===== config.mk =====
export PLATFORM = sky130hd
export DESIGN_NAME = fetch_buffer
export DESIGN_NICKNAME = d
export VERILOG_FILES = /design/src/rtl/fetch_pkg.sv /design/src/rtl/fetch_buffer.sv
export SDC_FILE = /design/constraint.sdc
export NUM_CORES = 1
export LEC_CHECK = 0
export BUFFER_PORTS_ARGS = -buffer_cell sky130_fd_sc_hd__buf_2
export CAP_MARGIN = 10
export CELL_PAD_IN_SITES_DETAIL_PLACEMENT = 0
export CELL_PAD_IN_SITES_GLOBAL_PLACEMENT = 1
export CORE_MARGIN = 2
export CORE_UTILIZATION = 50
export CTS_CLUSTER_SIZE = 40
export DETAILED_ROUTE_END_ITERATION = 8
export PLACE_DENSITY_LB_ADDON = 0.1
export SETUP_SLACK_MARGIN = 0.2
export SYNTH_ARGS = -nofsm -noshare
export SYNTH_HDL_FRONTEND = slang
export SYNTH_SLANG_ARGS = --single-unit

===== constraint.sdc =====
create_clock -name clk -period 6.36 [get_ports clk]
set_input_delay 0.318 -clock clk [delete_from_list [all_inputs] [get_ports clk]]
set_output_delay 0.318 -clock clk [all_outputs]
set_load 0.03 [all_outputs]

===== src/rtl/fetch_pkg.sv =====
// Shared widths, defaults and entry layout for the instruction fetch buffer.
package fetch_pkg;
  localparam int unsigned INSTR_W   = 32;
  localparam int unsigned DEF_DEPTH = 4;
  localparam int unsigned DEF_PC_W  = 64;

  typedef struct packed {
    logic [DEF_PC_W-1:0] pc;
    logic [INSTR_W-1:0]  instr;
  } fetch_entry_t;
endpackage


===== src/rtl/fetch_buffer.sv =====
// FIFO of {pc, instr} pairs between the PC stage and decode.
// No pass-through when full and no bypass when empty, so both ready/valid sides come straight from state.
module fetch_buffer
  import fetch_pkg::*;
#(
  parameter int unsigned N     = DEF_PC_W,
  parameter int unsigned DEPTH = DEF_DEPTH
) (
  input  logic                        clk,
  input  logic                        reset,
  input  logic                        flush,
  input  logic                        in_valid,
  output logic                        in_ready,
  input  logic [N-1:0]                in_pc,
  input  logic [INSTR_W-1:0]          in_instr,
  output logic                        out_valid,
  input  logic                        out_ready,
  output logic [N-1:0]                out_pc,
  output logic [INSTR_W-1:0]          out_instr,
  output logic [$clog2(DEPTH):0]      count
);

  localparam int unsigned PTR_W = $clog2(DEPTH);
  localparam int unsigned CNT_W = PTR_W + 1;

  typedef struct packed {
    logic [N-1:0]       pc;
    logic [INSTR_W-1:0] instr;
  } entry_t;

  entry_t             mem_q [DEPTH];
  entry_t             mem_d [DEPTH];
  logic [PTR_W-1:0]   rd_ptr_q, rd_ptr_d;
  logic [PTR_W-1:0]   wr_ptr_q, wr_ptr_d;
  logic [CNT_W-1:0]   count_q, count_d;
  logic               push, pop;

  assign in_ready  = (count_q != CNT_W'(DEPTH));
  assign out_valid = (count_q != '0);
  assign count     = count_q;

  // Gate the head read so uninitialised storage never reaches decode.
  assign out_pc    = out_valid ? mem_q[rd_ptr_q].pc    : '0;
  assign out_instr = out_valid ? mem_q[rd_ptr_q].instr : '0;

  assign push = in_valid  && in_ready  && !flush;
  assign pop  = out_valid && out_ready && !flush;

  always_comb begin
    rd_ptr_d = rd_ptr_q;
    wr_ptr_d = wr_ptr_q;
    count_d  = count_q;
    mem_d    = mem_q;

    if (flush) begin
      rd_ptr_d = '0;
      wr_ptr_d = '0;
      count_d  = '0;
    end else begin
      if (push) begin
        mem_d[wr_ptr_q] = '{pc: in_pc, instr: in_instr};
        wr_ptr_d        = PTR_W'(wr_ptr_q + 1'b1);
      end
      if (pop) begin
        rd_ptr_d = PTR_W'(rd_ptr_q + 1'b1);
      end
      // Occupancy, not pointer equality, tells full from empty.
      case ({push, pop})
        2'b10:   count_d = CNT_W'(count_q + 1'b1);
        2'b01:   count_d = CNT_W'(count_q - 1'b1);
        default: count_d = count_q;
      endcase
    end
  end

  always_ff @(posedge clk or posedge reset) begin
    if (reset) begin
      rd_ptr_q <= '0;
      wr_ptr_q <= '0;
      count_q  <= '0;
    end else begin
      rd_ptr_q <= rd_ptr_d;
      wr_ptr_q <= wr_ptr_d;
      count_q  <= count_d;
    end
  end

  // Storage carries no reset; the valid gating above hides stale contents.
  always_ff @(posedge clk) begin
    mem_q <= mem_d;
  end

endmodule

==> impl_metrics.yaml <==
setup_path:
  critPathLaunchType: "flop"
  path_max_fanout: 53
  r2r_start: "count[0]"
  setup.worst_path.class: "flop to output pin"
  end_kind: "output pin"
  r2r_cells: 4
  r2r_slack_ns: 3.29
  reg2reg_to: "mem_q[13]"
  required_ns: 6.04
  worstPathArrival_ns: 3.25
floorplan:
  coreArea_um2: 29600
  io_pins: 202
  start_util: 0.508
  die_y_um: 177
  rows: 63
  die_area_um2: 31500
  die_w_um: 177
sta:
  relSlewSlack: 0.259
  grt_setup_unrepaired: "no"
  hold_slack_ns: 0.0163
  finalSetupViolations: 0
  layout_setup_ws_ns: 2.79
  fin_crit_sh: 0.561
  worstMarginPinSlew_ns: 1.11
  tns_ns: 0
  min_period_ns: 3.57
  drv_slew: 0
  max_freq_mhz: 280
  hold_violations: 0
  worst_clock_skew_ns: 0.0134
power_and_ir_drop:
  sequentialPowerShare: 0.501
  p_comb_frac: 0.122
  p_leak_nw: 6.23
  powerDensity_nw_per_um2: 326
  clockPowerShare: 0.377
  switching_share: 0.234
  p_int_w: 0.00452
  p_total_w: 0.00590
  p_sw_w: 0.00138
  max-vdd-ir-drop_mv: 0.228
grt:
  grt_pass1_wl_um: 45200
  groute.usage.overall: 0.191
  grt_antenna_before_repair: 4
  grt_pass1_vias: 7994
  grt_max_degree: 71
  gr-total-overflow: 0
synthesis:
  synth-edff-count: 384
  synth_top_family_by_area: "multiplexers"
  synth_compound_area_frac: 0.00640
  syn_avg_cell_area_um2: 22.4
  synth_seq_cells: 391
  yosysSeqAreaShare: 0.778
  synth.area.mux_share: 0.144
  yosys_warnings: 0
  async_reset_ff_frac: 0.0179
  synth-main-ff-cell: "edfxtp_1"
  yosysUniqueCellTypes: 35
  synth_area_um2: 15000
  synth_top_cell_area_share: 0.767
  synthXorXnorAreaFrac: 0.00175
  synth_fp_nets: 779
  synthSimpleGateAreaFrac: 0.0476
  synth_top_cell_by_area: "edfxtp_1"
  synth_fa_ha_area_frac: 0.00466
  syn_inst: 673
  synth.area.top_cells: "edfxtp_1 (77%), mux4_2 (14%), and2_1 (4.2%), dfrtp_1 (1.2%), buf_2 (0.47%)"
placement:
  dp_slack_ns: 3.23
  io_buffer_count: 201
  place_hpwl_um: 17000
  gp_congestion: 0.756
hold_path:
  min_from: "in_pc[4]"
  whs_path_depth: 1
  hp-class: "input pin to flop"
  whs_endpoint: "mem_q[228]"
clock_tree:
  cts_resized: 0
  path_clk_slew_ns: 0.06
  cts.path.max_buffers: 3
  clkLatencyLatePin_ns: 0.52
  numCtsBuffers: 40
  hold_buffers: 45
  htreeDepth: 2
  clockRootBuffer: "clkbuf_16"
  postCtsSetupBuffers: 0
  cts_tree: "yes"
  cts_sinks: 391
drt:
  drt_iter0_drc: 604
  first_pass_iters: 5
  viasPerCell: 5.38
  wl_per_cell_um: 21.7
  vias: 7295
  drc: 0
  routed_wl_um: 29400
  postRouteAntennaNets: 0
finish:
  nets: 1037
  drive_gt1_frac: 0.376
  final_cell_mix: "edfxtp_1 (384), buf_2 (201), mux4_2 (96), and2_1 (96), dlygate4sd3_1 (45)"
  mostFrequentLayoutCell: "edfxtp_1"
  final_core_util: 0.611
  fillCellCount: 2195
  area_growth_pct: 20.4
outcome:
  status: "complete, no violations"
flow_run:
  drv_cap: 0
==> cells by family (layout without fill, tap and decap cells) <==
kind of cell,after synthesis,count (layout)
compound gates,14,14
xor+xnor,3,3
fa+ha+maj,5,5
buf+inv,45,335
flops,391,391
mux,97,97
other cells,0,3
simple gates,118,118
==> routing by layer <==
layer,GRT usage,up-vias,share of wire,wire length (µm)
met2,0.316,216,0.50,14600
met3,0.0435,42,0.065,1910
li1,-,3266,-,-
met1,0.262,3769,0.42,12300
met4,0.0468,2,0.018,543
met5,0,-,0.00037,11
==> synth_stat cells, drive strengths merged, types with 2 or more instances <==
cell,count
and2,100
mux4,96
edfxtp,384
nand3,4
xor2,2
nor2,5
o21ai,2
ha,4
clkbuf,15
a21oi,3
nand2,2
buf,23
dfrtp,7
inv,7
nor3,2
o2111ai,2
==> flip-flops by register name (all words and copies together), names as in the netlist <==
| register | flops |
|---|---|
| count | 3 |
| rd_ptr_q | 2 |
| mem_q | 384 |
| wr_ptr_q | 2 |
==> how the worst max path moves through the flow <==
stage,startpoint,endpoint,slack (ns),cells after the start
after detailed placement,rd_ptr_q[0],out_pc[0],3.23,4
after global placement,rd_ptr_q[0],out_pc[10],3.22,4
after CTS,rd_ptr_q[0],out_pc[0],2.67,4
final,rd_ptr_q[0],out_pc[0],2.79,4
after floorplan,count[1],mem_q[0],2.56,4
after global routing,rd_ptr_q[0],out_pc[0],2.50,4
==> through the flow <==
stage	cell area [µm²]	cells
after floorplan	15000	673
after global routing	18100	1354
final	18100	1356
after CTS	18100	1353
after global placement	16400	1234
after detailed placement	16400	1234
==> final cells by class <==
type	instances	area, µm²	area share
Multi-Input combinational cell	237	3090	0.171
Sequential cell	391	11700	0.647
Clock buffer	50	1080	0.0597
Clock inverter	24	186	0.0103
Tap cell	390	488	0.0269
Timing Repair Buffer	254	1520	0.0837
Antenna cell	3	7.51	0.000414
Inverter	7	26.3	0.00145
==> worst max-delay path, stage by stage, from the launching register on <==
cell and delay (ns):
dfrtp_4 1.11, buf_4 0.60, mux4_2 0.57, and2_1 0.19
buf_2 0.18
==> power by group through the flow <==
stage,sequential [W],clock (W),combinational (W)
floorplan,0.00298,0,0.000523
global placement,0.00301,0,0.000699
detailed placement,0.00301,0,0.000709
CTS,0.00296,0.00228,0.000734
global route,0.00297,0.00238,0.000771
finish,0.00296,0.00222,0.000720
Note: power is estimated with default switching activity, not from simulation.
